==> config.mk <==
export PLATFORM = sky130hd
export DESIGN_NAME = sensor_debounce
export DESIGN_NICKNAME = d
export VERILOG_FILES = /design/src/rtl/sensor_pkg.sv /design/src/rtl/debounce_channel.sv /design/src/rtl/sensor_debounce.sv
export SDC_FILE = /design/constraint.sdc
export NUM_CORES = 1
export LEC_CHECK = 0
export CORE_MARGIN = 5
export CORE_UTILIZATION = 50
export DETAILED_ROUTE_END_ITERATION = 10
export DONT_BUFFER_PORTS = 1
export PLACE_DENSITY = 0.61
export SYNTH_ARGS = -nofsm -noshare
export SYNTH_HDL_FRONTEND = slang
export SYNTH_HIERARCHICAL = 1
export SYNTH_SLANG_ARGS = --single-unit
==> constraint.sdc <==
create_clock -name clk -period 2.3 [get_ports clk]
set_clock_uncertainty 0.2 [all_clocks]
set_input_delay 0.23 -clock clk [delete_from_list [all_inputs] [get_ports clk]]
set_output_delay 0.23 -clock clk [all_outputs]
set_load 0.005 [all_outputs]
==> src/rtl/sensor_pkg.sv <==
// Shared definitions for the sensor input path: channel count, default
// debounce timing and the counter-width helper used by every counter.
package sensor_pkg;

  localparam int SENSOR_NUM_CH          = 3;
  localparam int SENSOR_TICK_DIV        = 1;
  localparam int SENSOR_DEBOUNCE_TICKS  = 4;

  // Bits needed to count 0..n-1, never less than one bit.
  function automatic int cnt_width(input int n);
    return (n <= 1) ? 1 : $clog2(n);
  endfunction

endpackage

==> src/rtl/debounce_channel.sv <==
// One sensor channel: 2-flop synchroniser, persistence counter, accepted
// (clean) level and registered one-cycle rise/fall pulses.
module debounce_channel
  import sensor_pkg::*;
#(
  parameter int DEBOUNCE_TICKS = SENSOR_DEBOUNCE_TICKS
) (
  input  logic clk,
  input  logic rst_n,
  input  logic ena_i,
  input  logic tick_i,
  input  logic raw_i,
  output logic clean_o,
  output logic rise_o,
  output logic fall_o,
  output logic settled_o
);

  localparam int CW = cnt_width(DEBOUNCE_TICKS);
  localparam logic [CW-1:0] CNT_LAST = CW'(DEBOUNCE_TICKS - 1);

  logic          sync1_q, sync2_q;
  logic [CW-1:0] cnt_q, cnt_d;
  logic          clean_q, clean_d;
  logic          rise_q, rise_d;
  logic          fall_q, fall_d;

  // Synchroniser runs regardless of ena so the settled view stays current.
  always_ff @(posedge clk or negedge rst_n) begin
    if (!rst_n) begin
      sync1_q <= 1'b0;
      sync2_q <= 1'b0;
    end else begin
      sync1_q <= raw_i;
      sync2_q <= sync1_q;
    end
  end

  // Any return to the clean level restarts the count; otherwise count ticks
  // and accept the new level on the last one. Pulses coincide with acceptance.
  always_comb begin
    cnt_d   = cnt_q;
    clean_d = clean_q;
    rise_d  = 1'b0;
    fall_d  = 1'b0;
    if (sync2_q == clean_q) begin
      cnt_d = '0;
    end else if (tick_i && ena_i) begin
      if (cnt_q == CNT_LAST) begin
        clean_d = sync2_q;
        cnt_d   = '0;
        rise_d  = sync2_q;
        fall_d  = ~sync2_q;
      end else begin
        cnt_d = cnt_q + 1'b1;
      end
    end
  end

  // Debounce state and pulse registers.
  always_ff @(posedge clk or negedge rst_n) begin
    if (!rst_n) begin
      cnt_q   <= '0;
      clean_q <= 1'b0;
      rise_q  <= 1'b0;
      fall_q  <= 1'b0;
    end else begin
      cnt_q   <= cnt_d;
      clean_q <= clean_d;
      rise_q  <= rise_d;
      fall_q  <= fall_d;
    end
  end

  assign clean_o   = clean_q;
  assign rise_o    = rise_q;
  assign fall_o    = fall_q;
  assign settled_o = (sync2_q == clean_q);

endmodule

==> src/rtl/sensor_debounce.sv <==
// Input conditioning for the stress_sensor inputs: shared tick prescaler,
// one debounce_channel per sensor and an all-channels-settled flag.
module sensor_debounce
  import sensor_pkg::*;
#(
  parameter int NUM_CH         = SENSOR_NUM_CH,
  parameter int TICK_DIV       = SENSOR_TICK_DIV,
  parameter int DEBOUNCE_TICKS = SENSOR_DEBOUNCE_TICKS
) (
  input  logic              clk,
  input  logic              rst_n,
  input  logic              ena,
  input  logic [NUM_CH-1:0] sensor_raw,
  output logic [NUM_CH-1:0] sensor_clean,
  output logic [NUM_CH-1:0] sensor_rise,
  output logic [NUM_CH-1:0] sensor_fall,
  output logic              stable
);

  localparam int TW = cnt_width(TICK_DIV);
  localparam logic [TW-1:0] TICK_LAST = TW'(TICK_DIV - 1);

  logic [TW-1:0]     tick_cnt_q, tick_cnt_d;
  logic              tick;
  logic [NUM_CH-1:0] settled;

  // Tick fires on the last prescaler count; with TICK_DIV=1 it is ena itself.
  always_comb begin
    tick       = ena && (tick_cnt_q == TICK_LAST);
    tick_cnt_d = tick_cnt_q;
    if (ena) begin
      tick_cnt_d = tick ? '0 : tick_cnt_q + 1'b1;
    end
  end

  // Prescaler register; frozen while ena is low.
  always_ff @(posedge clk or negedge rst_n) begin
    if (!rst_n) begin
      tick_cnt_q <= '0;
    end else begin
      tick_cnt_q <= tick_cnt_d;
    end
  end

  for (genvar i = 0; i < NUM_CH; i++) begin : g_ch
    debounce_channel #(
      .DEBOUNCE_TICKS(DEBOUNCE_TICKS)
    ) u_ch (
      .clk      (clk),
      .rst_n    (rst_n),
      .ena_i    (ena),
      .tick_i   (tick),
      .raw_i    (sensor_raw[i]),
      .clean_o  (sensor_clean[i]),
      .rise_o   (sensor_rise[i]),
      .fall_o   (sensor_fall[i]),
      .settled_o(settled[i])
    );
  end

  assign stable = &settled;

endmodule

# Yosys cells after proc, flatten, opt, wreduce, memory -nomap -nowiden
# Index checks and enable logic that the tools add are counted.
# totals
word_cells,73
register_bits,22
# classes
bitwise,7
eq_ne,6
addsub,4
n_reduce_logical,9
muxes,28
# ops
op,count
$mux 1,19
$mux 2,9
$reduce_and 3->1,4
$not 1->1,7
$add 2x1->2 const B,3
$eq 2x2->1 const B,3
$reduce_bool 2->1,3
$eq 1x1->1,3
$logic_and 1x1->1,2
$add 1x1->1 const B,1

# Longest topological paths before layout
# logic_depth
word_depth,5
mapped_depth,3
depth_no_buf,3

# Cells and area by module
# The synthesis kept the hierarchy.
# modules_own_cells
mod,cells_each,area_per_inst_um2,n_inst
debounce_channel,19,282.8,3
sensor_debounce,4,46.3,1

# Worst setup path before layout
# No wires, ideal clock.
# synth_timing
path_type,register to register
from,reg tick_cnt_q
to,reg g_ch[0].u_ch.clean_q
arrival_time_ns,1.490
synth_period_minus_slack_ns,1.815
path_slack_ns,0.485
stages_incl_launch_ff,4
t_required_ns,1.975
setup_ns,0.125
path_cell_list,dfrtp_1 -> nor2b_1 -> nand3_2 -> mux2_4
# synth_via
elab_chain_len,4
# synth_lines
item,line,rtl
start: declaration,sensor_debounce.sv:23,"logic [TW-1:0] tick_cnt_q, tick_cnt_d;"
start signal: assignment,sensor_debounce.sv:41,tick_cnt_q <= tick_cnt_d;
$not 1->1,sensor_debounce.sv:29,tick = ena && (tick_cnt_q == TICK_LAST);
$logic_and 1x1->1,sensor_debounce.sv:29,
named net tick,sensor_debounce.sv:24,logic tick;
$logic_and 1x1->1,debounce_channel.sv:48,end else if (tick_i && ena_i) begin
$reduce_and 3->1 (no line),--,
end signal: assignment,debounce_channel.sv:69,clean_q <= clean_d;
end: declaration,debounce_channel.sv:24,"logic clean_q, clean_d;"
# The timed path passes the listed nets, and every way through them passes these cells.
# A chain may end at the register's enable or synchronous reset.

# Worst setup path in the final report
# layout_timing
from,reg g_ch[0].u_ch.clean_q
to,out stable
# layout_via
elab_chain_len,2
# layout_lines
item,line,rtl
$eq 1x1->1,debounce_channel.sv:78,assign settled_o = (sync2_q == clean_q);
named net settled[0],sensor_debounce.sv:25,logic [NUM_CH-1:0] settled;
$reduce_and 3->1,sensor_debounce.sv:61,assign stable = &settled;
end: declaration,sensor_debounce.sv:17,output logic stable
# The timed path passes the listed nets, and every way through them passes these cells.

==> impl_metrics.toml <==
[run_status]
status = "complete, no violations"

[clock_tree]
clk-insertion-delay-late_ns = 0.31
cts-root-buf = "clkbuf_4"
clock_sinks = 22
numCtsBuffers = 3
cts_tree = "built"
post_cts_buffers = 0
ctsHoldBuffers = 5
cts_buffer_depth = 2
post_cts_resized = 0
clkSlewWorstSetupHoldPaths_ns = 0.12
htree_levels = 1

[timing]
rsz0062_at_grt = "false"
post-route-min-period_ns = 1.77
setup_viol = 0
max_clock_freq_mhz = 564
fin_tns_setup_ns = 0
worst_hold_slack_ns = 0.168
slew_violations = 0
slew_headroom_pct = 36.0
period_share_pct = 77.1
finalHoldViolations = 0
tightest_slew_ns = 0.957

[routing]
vias = 493
routed_wl_mm = 1.33
drt-initial-drc-count = 2
drt-vias-per-instance = 5.14
drc = 0
route.detailed.wl_per_inst_um = 13.8
detail-route-antenna-nets = 0
drtPass1Iterations = 3

[setup_path]
crit_path_max_fanout = 5
cp_cell_sequence = "xnor2_1 -> and3_1"
worst-path-buf-inv = 0
end_kind = "output pin"
cpMaxStageDelayCell = "dfrtp_1"
startpoint_type = "flip-flop"
cp.required_ns = 1.87
crit_type = "reg -> out"
arrival_ns = 1.34
critical-path-top-delay-family = "flip-flops"
cpPeakStageDelay_ns = 0.46

[synth]
synth_top_area_share_pct = 61.5
synth_edf_count = 0
yosys_most_used_dff = "dfrtp_1"
synth_cell_types = 13
yosysSeqAreaShare_pct = 61.5
syn_area_per_cell_um2 = 14.7
yosysWarnings = 6
async_reset_ff_share_pct = 100
synth_area_um2 = 895
synthCells = 61
synth.largest_area_cell = "dfrtp_1"
yosys-top-cells-count = "dfrtp_1 (22), a21bo_2 (6), a21oi_1 (6), nor3b_1 (6)"
synth-seq-cells = 22
synthesis.nets = 70
synth.most_common_cell = "dfrtp_1"
synthTopCellsByArea = "dfrtp_1 (62%), a21bo_2 (6.7%), mux2_4 (5.0%)"

[global_route]
antenna_found_initial = 0
track_usage_pct = 12.9
grt_start_max_net_pins = 23
grt_pass1_vias = 519
grt_overflow = 0
grt_first_pass_wirelength_mm = 2.46

[floorplanning]
die_height_um = 52.3
initial_utilization_pct = 52.4
die_x_um = 52.3
core_area_mm2 = 0.00171
die_area_mm2 = 0.00274
row_count = 15
ioPinCount = 16

[layout]
area_growth_pct = 14.0
instances_no_fill = 96
drive_above_1_share_pct = 25.4
antennaDiodeCount = 0
final_nets = 81

[place]
dp_hpwl_um = 862
dp_cells = 87
portBuffers = 0
globalplace.congestion = 0.647

[hold_path]
hold_class = "reg -> reg"

[pwr]
p_leak_uw = 0.000461
p_per_area_mw_per_mm2 = 657
ir_drop_v = 0.000507

[job]
cap_violations = 0
-- area by class of cell --
type | instances | area, um^2
fillers | 136 | 688
flip-flops and latches | 22 | 551
multi-input cells | 39 | 344
repair buffers | 6 | 57.6
clock buffers | 4 | 36.3
well taps | 25 | 31.3
-- metrics by stage --
| stage | instance area (um^2) | util, % | total power, uW | worst slack, ns |
|---|---|---|---|---|
| 6_report | 1020 | 59.7 | 669 | 0.526 |
| 5_1_grt | 1020 | 59.7 | 714 | 0.451 |
| 4_1_cts | 1020 | 59.7 | 682 | 0.533 |
| 3_5_place_dp | 933 | 54.7 | 454 | 0.864 |
| 3_3_place_gp | 933 | 54.7 | 454 | 0.876 |
| 2_1_floorplan | 895 | - | 445 | 0.485 |
-- where the power goes --
group	internal, uW	switching, uW	total [uW]	leakage (uW)
Clock	96.6	109	205	0.0000210
Sequential	399	10.9	410	0.000291
Combinational	26.8	27.0	53.8	0.000150
Total	523	147	669	0.000461
-- metal layers --
metal | share of wire [%] | global-route usage, % | vias to the layer above
li1 | - | - | 244
met1 | 52 | 18.9 | 234
met2 | 40 | 15.3 | 11
met3 | 6.2 | 4.27 | 4
met4 | 2.1 | 8.94 | 0
met5 | 0 | 0 | -
-- worst paths after layout --
kind	startpoint	end	slack, ns	cells after the start
setup reg to reg	tick_cnt_q$_DFFE_PN0P_	g_ch[0].u_ch/clean_o$_DFFE_PN0P_	0.82	4
max in group asynchronous	rst_n	g_ch[2].u_ch/fall_o$_DFF_PN0_	1.00	1
hold reg to reg	g_ch[0].u_ch/sync1_q$_DFF_PN0_	g_ch[0].u_ch/sync2_q$_DFF_PN0_	0.17	0
setup / recovery	g_ch[0].u_ch/clean_o$_DFFE_PN0P_	stable	0.53	2
min in group asynchronous	rst_n	g_ch[1].u_ch/cnt_q[1]$_DFFE_PN0P_	0.31	1
hold / removal	g_ch[0].u_ch/sync1_q$_DFF_PN0_	g_ch[0].u_ch/sync2_q$_DFF_PN0_	0.17	0
-- cells by family after synthesis --
family	share of synthesized area (%)
compound gates	10.1
xor+xnor	2.94
fa+ha+maj	4.20
flops	61.5
mux	5.03
simple gates	16.2
-- cells in the final DEF (no fill, tap or decap), drive strengths merged, types with 3 or more instances in the layout --
cell,netlist,layout
nand4bb,3,3
clkbuf,0,4
dlygate4sd3,0,5
mux2,3,3
xnor2,3,3
nand3,6,6
a21bo,6,6
nor3b,6,6
a21oi,6,6
dfrtp,22,22
ha,3,3
-- registers in the layout (all words and copies together), names as in the netlist --
name and cells:
g_ch.u_ch/cnt_q 6, g_ch.u_ch/clean_o 3, g_ch.u_ch/fall_o 3, g_ch.u_ch/rise_o 3, g_ch.u_ch/sync1_q 3, g_ch.u_ch/sync2_q 3
tick_cnt_q 1
(Power assumes the default switching activity.)
